$ cat config.mk
export PLATFORM = sky130hd
export DESIGN_NAME = me_sched
export DESIGN_NICKNAME = d
export VERILOG_FILES = /design/src/rtl/me_pkg.sv /design/src/rtl/me_sched.sv
export SDC_FILE = /design/constraint.sdc
export NUM_CORES = 1
export LEC_CHECK = 0
export CAP_MARGIN = 0
export CORE_AREA = 2 2 103 105
export DETAILED_ROUTE_END_ITERATION = 8
export DIE_AREA = 0 0 105 107
export DONT_BUFFER_PORTS = 1
export PLACE_DENSITY = 0.7
export SLEW_MARGIN = 20
export SYNTH_ARGS = -nofsm -noshare
export SYNTH_HDL_FRONTEND = slang
export SYNTH_SLANG_ARGS = --single-unit
$ cat constraint.sdc
create_clock -name clk -period 1.5 [get_ports clk]
set_clock_uncertainty 0.1 [all_clocks]
set_input_delay 0.3 -clock clk [delete_from_list [all_inputs] [get_ports clk]]
set_output_delay 0.3 -clock clk [all_outputs]
set_load 0.01 [all_outputs]
$ cat src/rtl/me_pkg.sv
// me_pkg: scheduler state encoding, block geometry and watchdog constants shared by me_sched.
package me_pkg;

    typedef enum logic [2:0] {
        IDLE,
        LOAD_CUR,
        LOAD_REF,
        GO,
        WAIT_DONE,
        RESULT
    } state_t;

    localparam int         CUR_WORDS         = 32;
    localparam int         REF_WORDS         = 128;
    localparam int         ME_TIMEOUT_CYCLES = 4096;
    localparam logic [7:0] MV_INVALID        = 8'h80;

    localparam int WORD_CNT_W = $clog2(REF_WORDS);
    localparam int TMO_CNT_W  = $clog2(ME_TIMEOUT_CYCLES);

    // The final word index differs per load phase; one counter serves both.
    function automatic logic isLastWord(input state_t st, input logic [WORD_CNT_W-1:0] cnt);
        if (st == LOAD_CUR) begin
            return cnt == WORD_CNT_W'(CUR_WORDS - 1);
        end
        return cnt == WORD_CNT_W'(REF_WORDS - 1);
    endfunction

endpackage

$ cat src/rtl/me_sched.sv
// me_sched: streams one macroblock (32 current + 128 reference words) into the engine RAMs,
// fires the search and returns the motion vector. Define ME_SCHED_TIMEOUT_EN for a search watchdog.
module me_sched
    import me_pkg::*;
(
    input  logic        clk,
    input  logic        reset,
    input  logic        start,
    input  logic [1:0]  r_in,
    input  logic        in_valid,
    output logic        in_ready,
    input  logic [63:0] in_data,
    output logic [1:0]  r,
    output logic        go,
    output logic        write_enable_cur,
    output logic [4:0]  address_write_cur,
    output logic [63:0] data_write_cur,
    output logic        write_enable_ref,
    output logic [6:0]  address_write_ref,
    output logic [63:0] data_write_ref,
    input  logic        done,
    input  logic [7:0]  m_i,
    input  logic [7:0]  m_j,
    output logic        mv_valid,
    input  logic        mv_ready,
    output logic [7:0]  mv_i,
    output logic [7:0]  mv_j,
    output logic [15:0] blk_cnt,
`ifdef ME_SCHED_TIMEOUT_EN
    output logic        timeout,
`endif
    output logic        busy
);

    state_t                r_state;
    logic [WORD_CNT_W-1:0] r_cnt;
    logic [1:0]            r_r;
    logic                  r_inReady;
    logic                  r_go;
    logic                  r_weCur;
    logic                  r_weRef;
    logic [6:0]            r_wAddr;
    logic [63:0]           r_wData;
    logic                  r_mvValid;
    logic [7:0]            r_mvI;
    logic [7:0]            r_mvJ;
    logic [15:0]           r_blkCnt;
    logic                  r_busy;
`ifdef ME_SCHED_TIMEOUT_EN
    logic [TMO_CNT_W-1:0]  r_tcnt;
    logic                  r_timeout;
`endif

    logic w_xfer;
    logic w_lastWord;
    logic w_handshake;

    assign w_xfer      = in_valid && r_inReady;
    assign w_lastWord  = isLastWord(r_state, r_cnt);
    assign w_handshake = r_mvValid && mv_ready;

    // The word counter and the write-port register are shared by both load phases;
    // only the enable bit tells the two RAMs apart.
    always_ff @(posedge clk or negedge reset) begin
        if (!reset) begin
            r_state   <= IDLE;
            r_cnt     <= '0;
            r_r       <= '0;
            r_inReady <= 1'b0;
            r_go      <= 1'b0;
            r_weCur   <= 1'b0;
            r_weRef   <= 1'b0;
            r_wAddr   <= '0;
            r_wData   <= '0;
            r_mvValid <= 1'b0;
            r_mvI     <= '0;
            r_mvJ     <= '0;
            r_blkCnt  <= '0;
            r_busy    <= 1'b0;
`ifdef ME_SCHED_TIMEOUT_EN
            r_tcnt    <= '0;
            r_timeout <= 1'b0;
`endif
        end else begin
            r_weCur <= 1'b0;
            r_weRef <= 1'b0;
            r_go    <= 1'b0;
`ifdef ME_SCHED_TIMEOUT_EN
            r_timeout <= 1'b0;
`endif
            if (w_xfer) begin
                r_weCur <= (r_state == LOAD_CUR);
                r_weRef <= (r_state == LOAD_REF);
                r_wAddr <= r_cnt;
                r_wData <= in_data;
                r_cnt   <= w_lastWord ? '0 : r_cnt + 1'b1;
            end

            case (r_state)
                IDLE: begin
                    if (start) begin
                        r_r       <= r_in;
                        r_inReady <= 1'b1;
                        r_busy    <= 1'b1;
                        r_cnt     <= '0;
                        r_state   <= LOAD_CUR;
                    end
                end
                LOAD_CUR: begin
                    if (w_xfer && w_lastWord) begin
                        r_state <= LOAD_REF;
                    end
                end
                LOAD_REF: begin
                    if (w_xfer && w_lastWord) begin
                        r_inReady <= 1'b0;
                        r_state   <= GO;
                    end
                end
                GO: begin
                    r_go    <= 1'b1;
                    r_state <= WAIT_DONE;
`ifdef ME_SCHED_TIMEOUT_EN
                    r_tcnt  <= '0;
`endif
                end
                WAIT_DONE: begin
                    // done may still be high from the previous search during the go cycle.
                    if (!r_go) begin
                        if (done) begin
                            r_mvI     <= m_i;
                            r_mvJ     <= m_j;
                            r_mvValid <= 1'b1;
                            r_state   <= RESULT;
                        end
`ifdef ME_SCHED_TIMEOUT_EN
                        else if (r_tcnt == TMO_CNT_W'(ME_TIMEOUT_CYCLES - 1)) begin
                            r_mvI     <= MV_INVALID;
                            r_mvJ     <= MV_INVALID;
                            r_mvValid <= 1'b1;
                            r_timeout <= 1'b1;
                            r_state   <= RESULT;
                        end else begin
                            r_tcnt <= r_tcnt + 1'b1;
                        end
`endif
                    end
                end
                RESULT: begin
                    if (w_handshake) begin
                        r_blkCnt  <= r_blkCnt + 1'b1;
                        r_mvValid <= 1'b0;
                        r_busy    <= 1'b0;
                        r_state   <= IDLE;
                    end
                end
                default: begin
                    r_state <= IDLE;
                end
            endcase
        end
    end

    assign in_ready          = r_inReady;
    assign r                 = r_r;
    assign go                = r_go;
    assign write_enable_cur  = r_weCur;
    assign address_write_cur = r_wAddr[4:0];
    assign data_write_cur    = r_wData;
    assign write_enable_ref  = r_weRef;
    assign address_write_ref = r_wAddr;
    assign data_write_ref    = r_wData;
    assign mv_valid          = r_mvValid;
    assign mv_i              = r_mvI;
    assign mv_j              = r_mvJ;
    assign blk_cnt           = r_blkCnt;
    assign busy              = r_busy;
`ifdef ME_SCHED_TIMEOUT_EN
    assign timeout           = r_timeout;
`endif

endmodule
Word-level counts from Yosys, hierarchy flattened
Cells that the tools add are included.
- bits in registers: 121
- bits of input ports: 88
- add/sub/neg operators: 2
- equality and inequality tests: 13
- mux-type cells: 25
- bitwise gates (word level): 1
- reduce and logical (&&, ||, !) cells: 14
- operators with widths (cell ; count):
    7-bit 2-to-1 mux ; 4
    3-bit 2-to-1 mux ; 6
    3-bit case mux with 6 select lines ; 1
    16-bit by 1-bit adder with 16-bit output (second input constant) ; 1
    1-bit 2-to-1 mux ; 11
    3-bit AND reduction ; 3
    2-bit != test (second input constant) ; 4
    7-bit by 1-bit adder with 7-bit output (second input constant) ; 1
    7-bit by 5-bit equality test with 1-bit output (second input constant) ; 1
    7-bit equality test (second input constant) ; 1
    3-bit by 2-bit equality test with 1-bit output (second input constant) ; 2
    3-bit equality test (second input constant) ; 2
    1-bit case mux with 2 select lines ; 3
    6-bit AND reduction ; 1
    2-bit nonzero test ; 3
    2-bit by 1-bit != test with 1-bit output (second input constant) ; 2
    2-bit AND reduction ; 2
    4-bit AND reduction ; 1
    3-bit by 1-bit equality test with 1-bit output (second input constant) ; 1
    1-bit logical AND ; 3
    3-bit zero test ; 1
    1-bit inverter ; 1

Longest topological paths before layout
- depth in word-level cells: 7
- depth in mapped cells: 5
- gate-level depth less buffers: 5

Worst setup path before layout
OpenSTA, ideal clock, no wires.
- path kind: reg2reg
- from: register r_cnt[0]
- to: register r_inReady, in the netlist in_ready
- data arrival time: 1.485 ns
- data required time: 1.282 ns
- setup slack: -0.203 ns
- stages on the path, launching flop included: 6
- path buffers: 0
- cells stage by stage: dfrtp_1 > ha_1 > and3_1 > nand2_1 > or4_1 > a21o_1
- longest elaborated chain between the ends: 6
- elaborated cells between the ends (all ways): 7
- those cells by class: eq/ne (3); mux (2); reduce/logical (2)
- RTL lines (item ; RTL line ; RTL):
    start: declaration ; me_sched.sv:36 ; logic [WORD_CNT_W-1:0] r_cnt;
    start signal: assignment ; me_sched.sv:96 ; r_cnt <= w_lastWord ? '0 : r_cnt + 1'b1;
    7-bit by 5-bit equality test with 1-bit output ; me_pkg.sv:24 ; return cnt == WORD_CNT_W'(CUR_WORDS - 1);
    1-bit 2-to-1 mux ; me_pkg.sv:23 ; if (st == LOAD_CUR) begin
    1-bit 2-to-1 mux * ; me_pkg.sv:26 ; return cnt == WORD_CNT_W'(REF_WORDS - 1);
    1-bit logical AND * ; me_sched.sv:115 ; if (w_xfer && w_lastWord) begin
    2-bit by 1-bit != test with 1-bit output (no line) * ; - ;
    3-bit AND reduction (no line) * ; - ;
    end signal: assignment ; me_sched.sv:69 ; r_inReady <= 1'b0;
    end signal: assignment ; me_sched.sv:103 ; r_inReady <= 1'b1;
    end signal: assignment ; me_sched.sv:116 ; r_inReady <= 1'b0;
    end: declaration ; me_sched.sv:38 ; logic r_inReady;
Mark *: on every way between the ends. The rest lies on a longest branch, timed or not. The select of a mux whose other input is x is not followed.
A chain may end at the register's enable or synchronous reset.

Worst setup path after layout
- from: register r_state[2]
- to: register r_inReady, in the netlist in_ready
- longest elaborated chain between the ends: 6
- elaborated cells between the ends (all ways): 11
- those cells by class: eq/ne (4); mux (3); reduce/logical (4)
- RTL lines (item ; RTL line ; RTL):
    start: declaration ; me_sched.sv:35 ; state_t r_state;
    start signal: assignment ; me_sched.sv:66 ; r_state <= IDLE;
    start signal: assignment ; me_sched.sv:106 ; r_state <= LOAD_CUR;
    start signal: assignment ; me_sched.sv:111 ; r_state <= LOAD_REF;
    3-bit by 1-bit equality test with 1-bit output ; me_pkg.sv:23 ;
    1-bit 2-to-1 mux ; me_pkg.sv:23 ;
    1-bit 2-to-1 mux ; me_pkg.sv:26 ;
    1-bit logical AND ; me_sched.sv:115 ;
    2-bit by 1-bit != test with 1-bit output (no line) ; - ;
    3-bit AND reduction (no line) ; - ;
Parallel ways exist; a longest one is shown, timed or not.

==> impl_results.rst <==
.. list-table::
   :header-rows: 1

   * - Metric
     - Value
   * - Cell at the root of the clock tree
     - sky130_fd_sc_hd__clkbuf_8
   * - Final number of max-transition violations
     - 0
   * - Horizontal die dimension
     - 105 um
   * - Drt initial violations
     - 124
   * - Minimum period implied by the final worst setup slack
     - 1.71 ns
   * - Number of endpoints failing setup at the final stage
     - 38
   * - Yosys reg bits
     - 121
   * - Post-Syn Area
     - 5270 sq um
   * - Crit path arrival time
     - 2.00 ns
   * - Outcome
     - finished with violations
   * - Syn_area_per_cell
     - 13.3 sq um
   * - CP startpoint kind
     - flip-flop
   * - Site Rows
     - 37
   * - Slowest stage cell, crit path
     - sky130_fd_sc_hd__dfrtp_2
   * - Worst hold slack across all endpoints
     - -0.609 ns
   * - Final routed wire length divided by cell count
     - 20.4 um
   * - Number of nets in the finished design
     - 572
   * - Initial core utilization
     - 52.2%
   * - Power density over cell area
     - 1360 nW/um^2
   * - Yosys top cell area share
     - 57.5%
   * - Average via count per standard cell
     - 5.33
   * - Critical setup path kind
     - reg2reg
   * - Post-synthesis sequential area ratio
     - 57.5%
   * - Number of iterations in the first detailed-routing pass
     - 5
   * - Global-route wire length before repair
     - 19200 um
   * - Max-slew headroom
     - 79.7%
   * - Die Height
     - 107 um
   * - Total half-perimeter wirelength after legalization and detailed placement
     - 7480 um
   * - Num Clock Sinks
     - 121
   * - Achievable frequency
     - 583 MHz
   * - Cts-stage hold buffer count
     - 85
   * - Post-Place Cells
     - 499
   * - Area leader, netlist
     - sky130_fd_sc_hd__dfrtp_1
   * - Delay of the slowest cell on the worst path
     - 0.45 ns
   * - Pre-CTS setup slack
     - -0.161 ns
   * - Final std cells w/o fill
     - 631
   * - Fraction of layout cells with a size suffix above 1
     - 44.7%
   * - Total design power
     - 9.91 mW
   * - RSZ-0062 raised after global routing
     - yes
   * - Slew @ Worst Pin
     - 0.303 ns
   * - Core utilization of the finished layout
     - 72.2%
   * - CTS Buf Count
     - 17
   * - Crit path max-delay family
     - simple AND/OR/NAND/NOR gates
   * - Routed via count
     - 3362
   * - Critical path cell sequence
     - nor3b_2 > mux2i_1 > or4_4 > a21o_1
   * - IR Drop Worst-Case VDD
     - 743 uV
   * - Bufs and invs on worst path
     - 0
   * - Final Cell Area
     - 7290 sq um
   * - Die Area
     - 11200 sq um
   * - Area of the placeable core
     - 10100 sq um
   * - Number of distinct library cells after synthesis
     - 34
   * - Hold Vio Cnt, Final
     - 121
   * - Sum Neg Setup Slack
     - -2.49 ns
   * - Routed WL
     - 12900 um
   * - Number of remaining DRC errors
     - 0
   * - Syn nets
     - 487
   * - Pin count of the biggest net entering global routing
     - 122
   * - Placed cell area
     - 5330 sq um
   * - Area added between synthesis and finish
     - 38.4%
   * - Data required time of the critical path
     - 1.78 ns
   * - Clk_lat worst skew
     - 0.50 ns
   * - Highest net fanout along the worst path
     - 5
   * - Worst path setup slack after routing
     - -0.214 ns
   * - CTS tree
     - yes
   * - Crit. End Element
     - flip-flop
   * - Final period utilization
     - 114%
   * - I/O pin total
     - 268
   * - Path category of the worst min-delay check
     - in2async
   * - Deepest level of the CTS H-tree
     - 4
   * - Final weighted congestion of routability-driven global placement
     - 0.825
   * - Clock slew at the register clock pins of the worst setup and hold paths
     - 0.06 ns
   * - Number of warnings issued by yosys
     - 0
   * - Leakage
     - 3.37 nW
   * - Grt ovf
     - 0
   * - Area contributors post-synth
     - sky130_fd_sc_hd__dfrtp_1, sky130_fd_sc_hd__mux2_2, sky130_fd_sc_hd__buf_4, sky130_fd_sc_hd__xnor2_1, sky130_fd_sc_hd__xor2_1
   * - Number of global-route vias before repair
     - 3762
   * - Routed Antenna Nets
     - 0
   * - Violated checks
     - hold timing, setup timing
   * - Count of max-cap constraint violations
     - 0
   * - Buffers on Ports
     - 0
   * - Global Route Usage Sum
     - 22.0%
   * - Number of instances in the synthesized netlist
     - 397
   * - Clock Path Buffers
     - 2
   * - Initial antenna violation count
     - 1
-- cells in the mapped netlist, drive strengths merged --
| cell type | count |
|---|---|
| a21o | 2 |
| a21oi | 4 |
| a22oi | 1 |
| a41oi | 1 |
| and2 | 1 |
| and3 | 3 |
| and4 | 1 |
| buf | 77 |
| clkbuf | 4 |
| dfrtp | 121 |
| ha | 2 |
| inv | 5 |
| mux2 | 90 |
| mux2i | 1 |
| nand2 | 15 |
| nand2b | 3 |
| nand3 | 12 |
| nand4 | 4 |
| nor2 | 11 |
| nor2b | 2 |
| nor3 | 4 |
| nor3b | 1 |
| nor4 | 1 |
| nor4b | 1 |
| o21ai | 4 |
| o22ai | 1 |
| o31ai | 1 |
| or2 | 1 |
| or3 | 2 |
| or4 | 1 |
| xnor2 | 11 |
| xor2 | 9 |
-- cell usage in the layout, fill, tap and decap left out, types with 4 or more instances in the layout --
cell type	Yosys	layout
sky130_fd_sc_hd__buf_12	0	4
sky130_fd_sc_hd__buf_4	69	41
sky130_fd_sc_hd__buf_6	0	13
sky130_fd_sc_hd__bufinv_16	0	6
sky130_fd_sc_hd__clkbuf_16	0	18
sky130_fd_sc_hd__dfrtp_1	121	119
sky130_fd_sc_hd__dlygate4sd3_1	0	85
sky130_fd_sc_hd__inv_1	5	5
sky130_fd_sc_hd__mux2_2	90	80
sky130_fd_sc_hd__mux2_4	0	10
sky130_fd_sc_hd__nand2_1	15	7
sky130_fd_sc_hd__nand2_2	0	4
sky130_fd_sc_hd__nand3_1	12	4
sky130_fd_sc_hd__nand3_2	0	4
sky130_fd_sc_hd__nand3_4	0	4
sky130_fd_sc_hd__nand4_1	4	4
sky130_fd_sc_hd__nor2_1	11	9
sky130_fd_sc_hd__xnor2_1	11	8
sky130_fd_sc_hd__xor2_1	9	9
-- worst reg2reg max path: cells and delay by family, from the launching register on --
kind            cells  cell delay, ns
compound gates      1            0.20
mux                 1            0.14
flops               1            0.45
simple gates        2            0.72
-- sequential cells by signal, indices dropped and copies added (netlist names), 2 cells and up --
signal             count
address_write_ref      7
blk_cnt               16
mv_i                   8
mv_j                   8
r                      2
r_state                3
data_write_cur        64
r_cnt                  7
-- layer usage --
layer	part of all wire, %	wire length [um]	vias up	GRT usage [%]
li1	-	-	1457	-
met1	37	4730	1708	23.6
met2	54	6900	175	39.3
met3	8.2	1060	22	9.60
met4	1.5	187	0	6.48
met5	0	0	-	0
-- path summary, 6_finish.rpt --
path / startpoint / endpoint / slack, ns / cells after the start
hold reg to reg: blk_cnt[14] / blk_cnt[14] / 0.47 / 1
min in group clk: in_valid / write_enable_ref / 0.09 / 3
setup / recovery: r_state[2] / in_ready / -0.21 / 4
hold / removal: reset / blk_cnt[10] / -0.61 / 0
setup reg to reg: r_state[2] / in_ready / -0.21 / 4
max in group asynchronous: reset / r_cnt[4] / 1.76 / 0
-- kinds of logic (layout without fill, tap and decap cells) --
| logic type | count (synthesis) | count (layout) | share of synthesized area [%] |
|---|---|---|---|
| fa+ha+maj | 2 | 2 | 0.475 |
| flops | 121 | 121 | 57.5 |
| xor+xnor | 20 | 20 | 3.33 |
| compound gates | 14 | 14 | 1.62 |
| other cells | 0 | 1 | 0 |
| simple gates | 63 | 63 | 6.41 |
| mux | 91 | 91 | 19.4 |
| buf+inv | 86 | 183 | 11.2 |
-- repair_timing --
item	CTS	global route
gates cloned	2	2
setup endpoints to repair	36	52
buffers inserted	8	5
resized for setup	30	31
endpoints found under the hold margin	209	121
pin swaps	23	21
-- where the power goes --
group / internal [mW] / leakage [nW] / switching, mW / total (mW)
sequential: 3.64 / 1.51 / 0.654 / 4.29
clock: 3.12 / 0.321 / 1.42 / 4.54
combinational: 0.679 / 1.55 / 0.392 / 1.07
total: 7.44 / 3.37 / 2.47 / 9.91
-- layout make-up --
cell class / instances / area (sq um)
timing repair buffer: 147 / 1490
multi-input combinational: 190 / 1910
clock buffer: 20 / 445
inverter: 5 / 18.8
antenna: 1 / 2.50
sequential: 121 / 3030
fill: 659 / 2800
tap: 136 / 170
clock inverter: 11 / 219
Power figures use the tool's default switching activity.
